==> src/rtl/game_console_top.sv <==
// game_console_top: single-player console. A 25 MHz pixel enable is derived
// from the 100 MHz clk and drives 640x480@60 VGA timing. A PS/2 receiver and
// key decoder feed a player square that moves once per frame.
// Ports:
//   clk                     100 MHz system clock
//   reset_n                 asynchronous active-low reset
//   ps2_clk, ps2_data       PS/2 keyboard lines (idle high, asynchronous)
//   vga_hsync, vga_vsync    active-low syncs, one pixel behind the counters
//   vga_r, vga_g, vga_b     4-bit colour channels
module game_console_top #(
  parameter int H_VISIBLE   = 640,
  parameter int V_VISIBLE   = 480,
  parameter int PLAYER_SIZE = 16,
  parameter int STEP        = 2,
  parameter int PS2_TIMEOUT = 131072,
  parameter int H_FRONT     = 16,
  parameter int H_SYNC      = 96,
  parameter int H_BACK      = 48,
  parameter int V_FRONT     = 10,
  parameter int V_SYNC      = 2,
  parameter int V_BACK      = 33
) (
  input  logic       clk,
  input  logic       reset_n,
  input  logic       ps2_clk,
  input  logic       ps2_data,
  output logic       vga_hsync,
  output logic       vga_vsync,
  output logic [3:0] vga_r,
  output logic [3:0] vga_g,
  output logic [3:0] vga_b
);

  localparam int H_TOTAL = H_VISIBLE + H_FRONT + H_SYNC + H_BACK;
  localparam int V_TOTAL = V_VISIBLE + V_FRONT + V_SYNC + V_BACK;
  localparam logic [9:0] H_LAST   = 10'(H_TOTAL - 1);
  localparam logic [9:0] V_LAST   = 10'(V_TOTAL - 1);
  localparam logic [9:0] H_VIS    = 10'(H_VISIBLE);
  localparam logic [9:0] V_VIS    = 10'(V_VISIBLE);
  localparam logic [9:0] HS_START = 10'(H_VISIBLE + H_FRONT);
  localparam logic [9:0] HS_END   = 10'(H_VISIBLE + H_FRONT + H_SYNC);
  localparam logic [9:0] VS_START = 10'(V_VISIBLE + V_FRONT);
  localparam logic [9:0] VS_END   = 10'(V_VISIBLE + V_FRONT + V_SYNC);
  localparam logic [9:0] BORDER   = 10'd4;
  localparam logic [9:0] H_BORDER = 10'(H_VISIBLE - 4);
  localparam logic [9:0] V_BORDER = 10'(V_VISIBLE - 4);
  localparam logic [9:0] X_MAX    = 10'(H_VISIBLE - PLAYER_SIZE);
  localparam logic [9:0] Y_MAX    = 10'(V_VISIBLE - PLAYER_SIZE);
  localparam logic [9:0] X_INIT   = 10'((H_VISIBLE - PLAYER_SIZE) / 2);
  localparam logic [9:0] Y_INIT   = 10'((V_VISIBLE - PLAYER_SIZE) / 2);
  localparam logic [10:0] PSIZE   = 11'(PLAYER_SIZE);
  localparam logic signed [11:0] STEP_S = 12'(STEP);
  localparam int TW = $clog2(PS2_TIMEOUT + 1);
  localparam logic [TW-1:0] TO_LAST = TW'(PS2_TIMEOUT - 1);

  // Pixel enable
  logic [1:0] div;
  logic       pix_en;

  always_ff @(posedge clk or negedge reset_n) begin
    if (!reset_n) div <= '0;
    else          div <= div + 2'd1;
  end

  assign pix_en = (div == 2'd3);

  // VGA timing
  logic [9:0] h_count, v_count;

  always_ff @(posedge clk or negedge reset_n) begin
    if (!reset_n) begin
      h_count <= '0;
      v_count <= '0;
    end else if (pix_en) begin
      if (h_count == H_LAST) begin
        h_count <= '0;
        v_count <= (v_count == V_LAST) ? '0 : v_count + 10'd1;
      end else begin
        h_count <= h_count + 10'd1;
      end
    end
  end

  // Colour selection
  logic [9:0]  player_x, player_y;
  logic [11:0] rgb;
  logic        visible, border, player;

  always_comb begin
    visible = (h_count < H_VIS) && (v_count < V_VIS);
    border  = (h_count < BORDER) || (h_count >= H_BORDER) ||
              (v_count < BORDER) || (v_count >= V_BORDER);
    player  = ({1'b0, h_count} >= {1'b0, player_x}) &&
              ({1'b0, h_count} <  {1'b0, player_x} + PSIZE) &&
              ({1'b0, v_count} >= {1'b0, player_y}) &&
              ({1'b0, v_count} <  {1'b0, player_y} + PSIZE);
    rgb = '0;
    if (!visible)    rgb = '0;
    else if (border) rgb = 12'hFFF;
    else if (player) rgb = 12'hFF0;
    else             rgb = 12'h004;
  end

  always_ff @(posedge clk or negedge reset_n) begin
    if (!reset_n) begin
      vga_hsync <= 1'b1;
      vga_vsync <= 1'b1;
      {vga_r, vga_g, vga_b} <= '0;
    end else if (pix_en) begin
      vga_hsync <= !((h_count >= HS_START) && (h_count < HS_END));
      vga_vsync <= !((v_count >= VS_START) && (v_count < VS_END));
      {vga_r, vga_g, vga_b} <= rgb;
    end
  end

  // PS/2 receiver
  logic [2:0]    ps2c_sync, ps2d_sync;
  logic          ps2c_prev, ps2_fall;
  logic [3:0]    bit_cnt;
  logic [9:0]    rx_shift;
  logic [10:0]   rx_frame;
  logic          frame_ok;
  logic [TW-1:0] idle_cnt;
  logic          byte_valid;
  logic [7:0]    rx_byte;

  // rx_frame is the complete frame as it stands when the 11th bit arrives
  assign ps2_fall = ps2c_prev & ~ps2c_sync[2];
  assign rx_frame = {ps2d_sync[2], rx_shift};
  assign frame_ok = !rx_frame[0] && rx_frame[10] && (^rx_frame[9:1]);

  always_ff @(posedge clk or negedge reset_n) begin
    if (!reset_n) begin
      ps2c_sync  <= '1;
      ps2d_sync  <= '1;
      ps2c_prev  <= 1'b1;
      bit_cnt    <= '0;
      rx_shift   <= '0;
      idle_cnt   <= '0;
      byte_valid <= 1'b0;
      rx_byte    <= '0;
    end else begin
      ps2c_sync  <= {ps2c_sync[1:0], ps2_clk};
      ps2d_sync  <= {ps2d_sync[1:0], ps2_data};
      ps2c_prev  <= ps2c_sync[2];
      byte_valid <= 1'b0;
      if (ps2_fall) begin
        idle_cnt <= '0;
        rx_shift <= {ps2d_sync[2], rx_shift[9:1]};
        if (bit_cnt == 4'd10) begin
          bit_cnt <= '0;
          if (frame_ok) begin
            byte_valid <= 1'b1;
            rx_byte    <= rx_frame[8:1];
          end
        end else begin
          bit_cnt <= bit_cnt + 4'd1;
        end
      end else if (bit_cnt != '0) begin
        if (idle_cnt == TO_LAST) begin
          bit_cnt  <= '0;
          idle_cnt <= '0;
        end else begin
          idle_cnt <= idle_cnt + 1'b1;
        end
      end
    end
  end

  // Key decoder
  logic ext, brk, key_up, key_down, key_left, key_right;
  logic hit_up, hit_down, hit_left, hit_right;

  always_comb begin
    hit_up    = ext ? (rx_byte == 8'h75) : (rx_byte == 8'h1D);
    hit_down  = ext ? (rx_byte == 8'h72) : (rx_byte == 8'h1B);
    hit_left  = ext ? (rx_byte == 8'h6B) : (rx_byte == 8'h1C);
    hit_right = ext ? (rx_byte == 8'h74) : (rx_byte == 8'h23);
  end

  always_ff @(posedge clk or negedge reset_n) begin
    if (!reset_n) begin
      {ext, brk, key_up, key_down, key_left, key_right} <= '0;
    end else if (byte_valid) begin
      if (rx_byte == 8'hE0) begin
        ext <= 1'b1;
      end else if (rx_byte == 8'hF0) begin
        brk <= 1'b1;
      end else begin
        if (hit_up)    key_up    <= !brk;
        if (hit_down)  key_down  <= !brk;
        if (hit_left)  key_left  <= !brk;
        if (hit_right) key_right <= !brk;
        ext <= 1'b0;
        brk <= 1'b0;
      end
    end
  end

  // Game update, once per frame at the first pixel of the first blank line
  logic signed [11:0] dx, dy, nx, ny;
  logic [9:0]         x_next, y_next;
  logic               frame_tick;

  always_comb begin
    dx = '0;
    dy = '0;
    if (key_right) dx = dx + STEP_S;
    if (key_left)  dx = dx - STEP_S;
    if (key_down)  dy = dy + STEP_S;
    if (key_up)    dy = dy - STEP_S;
    nx = $signed({2'b00, player_x}) + dx;
    ny = $signed({2'b00, player_y}) + dy;
    if (nx < 0)                            x_next = '0;
    else if (nx > $signed({2'b00, X_MAX})) x_next = X_MAX;
    else                                   x_next = nx[9:0];
    if (ny < 0)                            y_next = '0;
    else if (ny > $signed({2'b00, Y_MAX})) y_next = Y_MAX;
    else                                   y_next = ny[9:0];
    frame_tick = pix_en && (h_count == '0) && (v_count == V_VIS);
  end

  always_ff @(posedge clk or negedge reset_n) begin
    if (!reset_n) begin
      player_x <= X_INIT;
      player_y <= Y_INIT;
    end else if (frame_tick) begin
      player_x <= x_next;
      player_y <= y_next;
    end
  end

endmodule

==> config.mk <==
export PLATFORM = sky130hd
export DESIGN_NAME = game_console_top
export DESIGN_NICKNAME = d
export VERILOG_FILES = /design/src/rtl/game_console_top.sv
export SDC_FILE = /design/constraint.sdc
export NUM_CORES = 1
export LEC_CHECK = 0
export CAP_MARGIN = 10
export CORE_MARGIN = 3
export CORE_UTILIZATION = 50
export DETAILED_ROUTE_END_ITERATION = 12
export GPL_TIMING_DRIVEN = 0
export HOLD_SLACK_MARGIN = 0.03
export PLACE_DENSITY = 0.76
export SLEW_MARGIN = 20
export SYNTH_ARGS = -nofsm -noshare
export SYNTH_HDL_FRONTEND = slang
export SYNTH_SLANG_ARGS = --single-unit
export TNS_END_PERCENT = 30
==> constraint.sdc <==
create_clock -name clk -period 6.3 [get_ports clk]
set_clock_uncertainty 0.2 [all_clocks]
set_input_delay 1.26 -clock clk [delete_from_list [all_inputs] [get_ports clk]]
set_output_delay 1.26 -clock clk [all_outputs]
set_load 0.1 [all_outputs]
==> metrics.txt <==
CTS buffer count=9; final wirelength=15,700 um; final worst path period need=4.13 ns; final instance area=7660 um2; Hold EP=ps2d_sync[2]; total grt overflow=0; synth warn=0; Antenna Nets Post-Route=0; RR Startpoint=key_right; Initial Util=0.516; status=complete, no violations; Final Power=1.53 mW; DP HPWL=11,200 um; Ports=18; Peak VDD IR=0.000247 V; Worst Setup SP=key_right; setup bufs post-CTS=0; total track usage=0.217; Antenna Cells=0; clk buf depth=2; post-route setup TNS=0 ns; Total Die Area=15,300 um2; Num Clock Sinks=99; period utilization=0.655; Final nets=863; root buf cell=clkbuf_16; CTS tree=yes; Synth cell types=77; fmax=0.242 GHz; number of remaining DRC errors=0; routed via count=5,882; WHS Path Cells=0; CTS Hold Bufs=0; P&R area growth vs syn=10.8%; Pre-Repair DR Iteration Count=5; top cells by area, synth=dfrtp_1, ha_1, dfstp_2; Mapped Cells=781; clock transition at the registers of the reported paths=0.07 ns; reg-to-reg critical path endpoint=player_x[6]; H-tree depth=3; die height=124 um; Lkg Pwr=3.30 nW; post-CTS sizing=0; fin util=0.571; Port Buf Inserts=17; final setup fails=0; post-synth top area cell=dfrtp_1; routability cong.=0.927; dpl cells=975; crit path capture type=flip-flop; Worst-Margin Slew=0.980 ns; endpoints failing hold=0; max-slew violation count=0; Critical Path AT=4.16 ns; Synth Register Bits=99; Die W=124 um; Avg Cell Area, Syn=8.85 um2; EDFF count, synth=0; initial antenna violation count=0; reg-to-reg slack, setup=2.17 ns; worst-path fanout max=10; ys async rst share=1.00; DP Area=7330 um2; unrepaired setup endpoints after global routing=false; Skew-Pair Late Insertion Delay=0.36 ns; Reg2Reg Depth=13; Post-Layout Cell Count=991; Main synth FF type=dfrtp_1; syn nets=834; vias per cell=5.94; WS Path Type=reg -> reg; largest net degree at the start of global routing=51; via count of the first global-routing pass=5,552; Yosys top cell area share=0.297; hold crit path type=reg -> reg; Synth Cell Area=6910 um2; post-synthesis sequential area ratio=0.362; pwr/cell area=199 nW/um2; Worst Setup Start Kind=flip-flop; worst hold start=ps2d_sync[1]; Req. time, crit path=6.34 ns; Routed WL per cell=15.9 um; share of layout cells above drive strength 1=0.101; first-pass GRT wire length=26,800 um; Core Area=13,400 um2; violation count after the first detailed-routing iteration=458; slew margin rel.=0.344; Max-Cap Viols=0; num rows=42
-- layout make-up --
type	count	area, um2
plain buffers	46	245
repair buffers	18	199
well taps	176	220
flip-flops and latches	99	2500
multi-input cells	590	3990
fillers	1206	5740
clock buffers	10	229
inverters	46	173
clock inverters	6	98.8
-- worst max path at each step --
stage / endpoint
6_report: player_x[6]
5_1_grt: player_y[4]
4_1_cts: player_x[6]
3_5_place_dp: player_x[6]
3_3_place_gp: player_x[2]
2_1_floorplan: player_x[6]
-- report_power, final --
group / total (mW) / switching, mW / internal (mW) / leakage (nW)
logic: 0.185 / 0.110 / 0.0747 / 1.86
clock network: 0.617 / 0.263 / 0.354 / 0.160
registers: 0.724 / 0.0446 / 0.680 / 1.27
total: 1.53 / 0.417 / 1.11 / 3.30
-- logic make-up after synthesis --
| kind of cell | count (synthesis) | share of synthesized area |
|---|---|---|
| and+or+nand+nor | 277 | 0.205 |
| DFF | 99 | 0.362 |
| xor gates and xnor gates | 51 | 0.0647 |
| buffers and inverters | 92 | 0.0605 |
| adders and majority gates | 49 | 0.0887 |
| muxes | 13 | 0.0201 |
| AOI/OAI and AO/OA | 200 | 0.199 |
-- synthesized netlist by cell type, drive strengths merged (4+ instances only) --
| cell type | number |
|---|---|
| nand3b | 6 |
| nor4 | 6 |
| a21o | 6 |
| a32o | 5 |
| a211oi | 4 |
| buf | 24 |
| and3 | 12 |
| and4 | 4 |
| inv | 45 |
| ha | 49 |
| xor2 | 18 |
| o22ai | 16 |
| and2 | 8 |
| a31oi | 14 |
| mux2 | 7 |
| dfrtp | 82 |
| and3b | 4 |
| a41oi | 4 |
| xnor2 | 33 |
| nand2b | 9 |
| a221o | 4 |
| clkbuf | 22 |
| nand4 | 17 |
| nand2 | 84 |
| o21ai | 56 |
| o2111ai | 4 |
| nor3 | 13 |
| nand3 | 31 |
| or3 | 6 |
| nor2 | 49 |
| mux2i | 6 |
| dfstp | 17 |
| o31ai | 8 |
| nor2b | 11 |
| a21oi | 39 |
-- state kept, by name, summed over array words and instances, names as in the netlist, 2 cells and up --
name	flops
idle_cnt	18
h_count	10
rx_shift	10
v_count	10
player_x	9
player_y	9
rx_byte	8
bit_cnt	4
ps2c_sync	3
ps2d_sync	3
div	2
vga_b	2
-- metal layers --
metal  GRT usage  vias up  wire [um]
met5           0        -          0
met2       0.363      161       7580
met1       0.292     2822       7220
li1            -     2880          -
met4      0.0616        0        255
met3      0.0339       19        668
-- cell usage in the layout, fill, tap and decap left out, drive strengths merged, types with 4 or more instances in the layout --
| cell | count |
|---|---|
| nand2 | 84 |
| dfrtp | 82 |
| o21ai | 56 |
| nor2 | 49 |
| ha | 49 |
| inv | 47 |
| a21oi | 39 |
| xnor2 | 33 |
| clkbuf | 32 |
| nand3 | 31 |
| buf | 26 |
| xor2 | 18 |
| nand4 | 17 |
| dfstp | 17 |
| o22ai | 16 |
| clkdlybuf4s50 | 16 |
| a31oi | 14 |
| nor3 | 13 |
| and3 | 12 |
| nor2b | 11 |
| nand2b | 9 |
| and2 | 8 |
| o31ai | 8 |
| mux2 | 7 |
| nand3b | 6 |
| a21o | 6 |
| nor4 | 6 |
| mux2i | 6 |
| or3 | 6 |
| a32o | 5 |
| and4 | 4 |
| a41oi | 4 |
| o2111ai | 4 |
| and3b | 4 |
| a211oi | 4 |
| a221o | 4 |
-- stage by stage --
stage,worst slack (ns),hold slack [ns]
finish,2.17,0.153
global route,1.81,0.155
CTS,2.21,0.156
detailed placement,2.23,0.148
global placement,0.0886,0.147
floorplan,2.70,0.145
-- critical path, stage by stage, from the launching register on --
cell	delay (ns)
dfrtp_1	0.39
inv_1	0.08
ha_1	0.13
clkbuf_2	0.20
buf_2	0.25
buf_2	0.27
xor2_1	0.10
ha_1	0.25
or3_1	0.31
a21oi_1	0.43
nor3_2	0.12
o41ai_4	0.44
mux2_2	0.47
a221o_2	0.36
(Power assumes the default switching activity.)
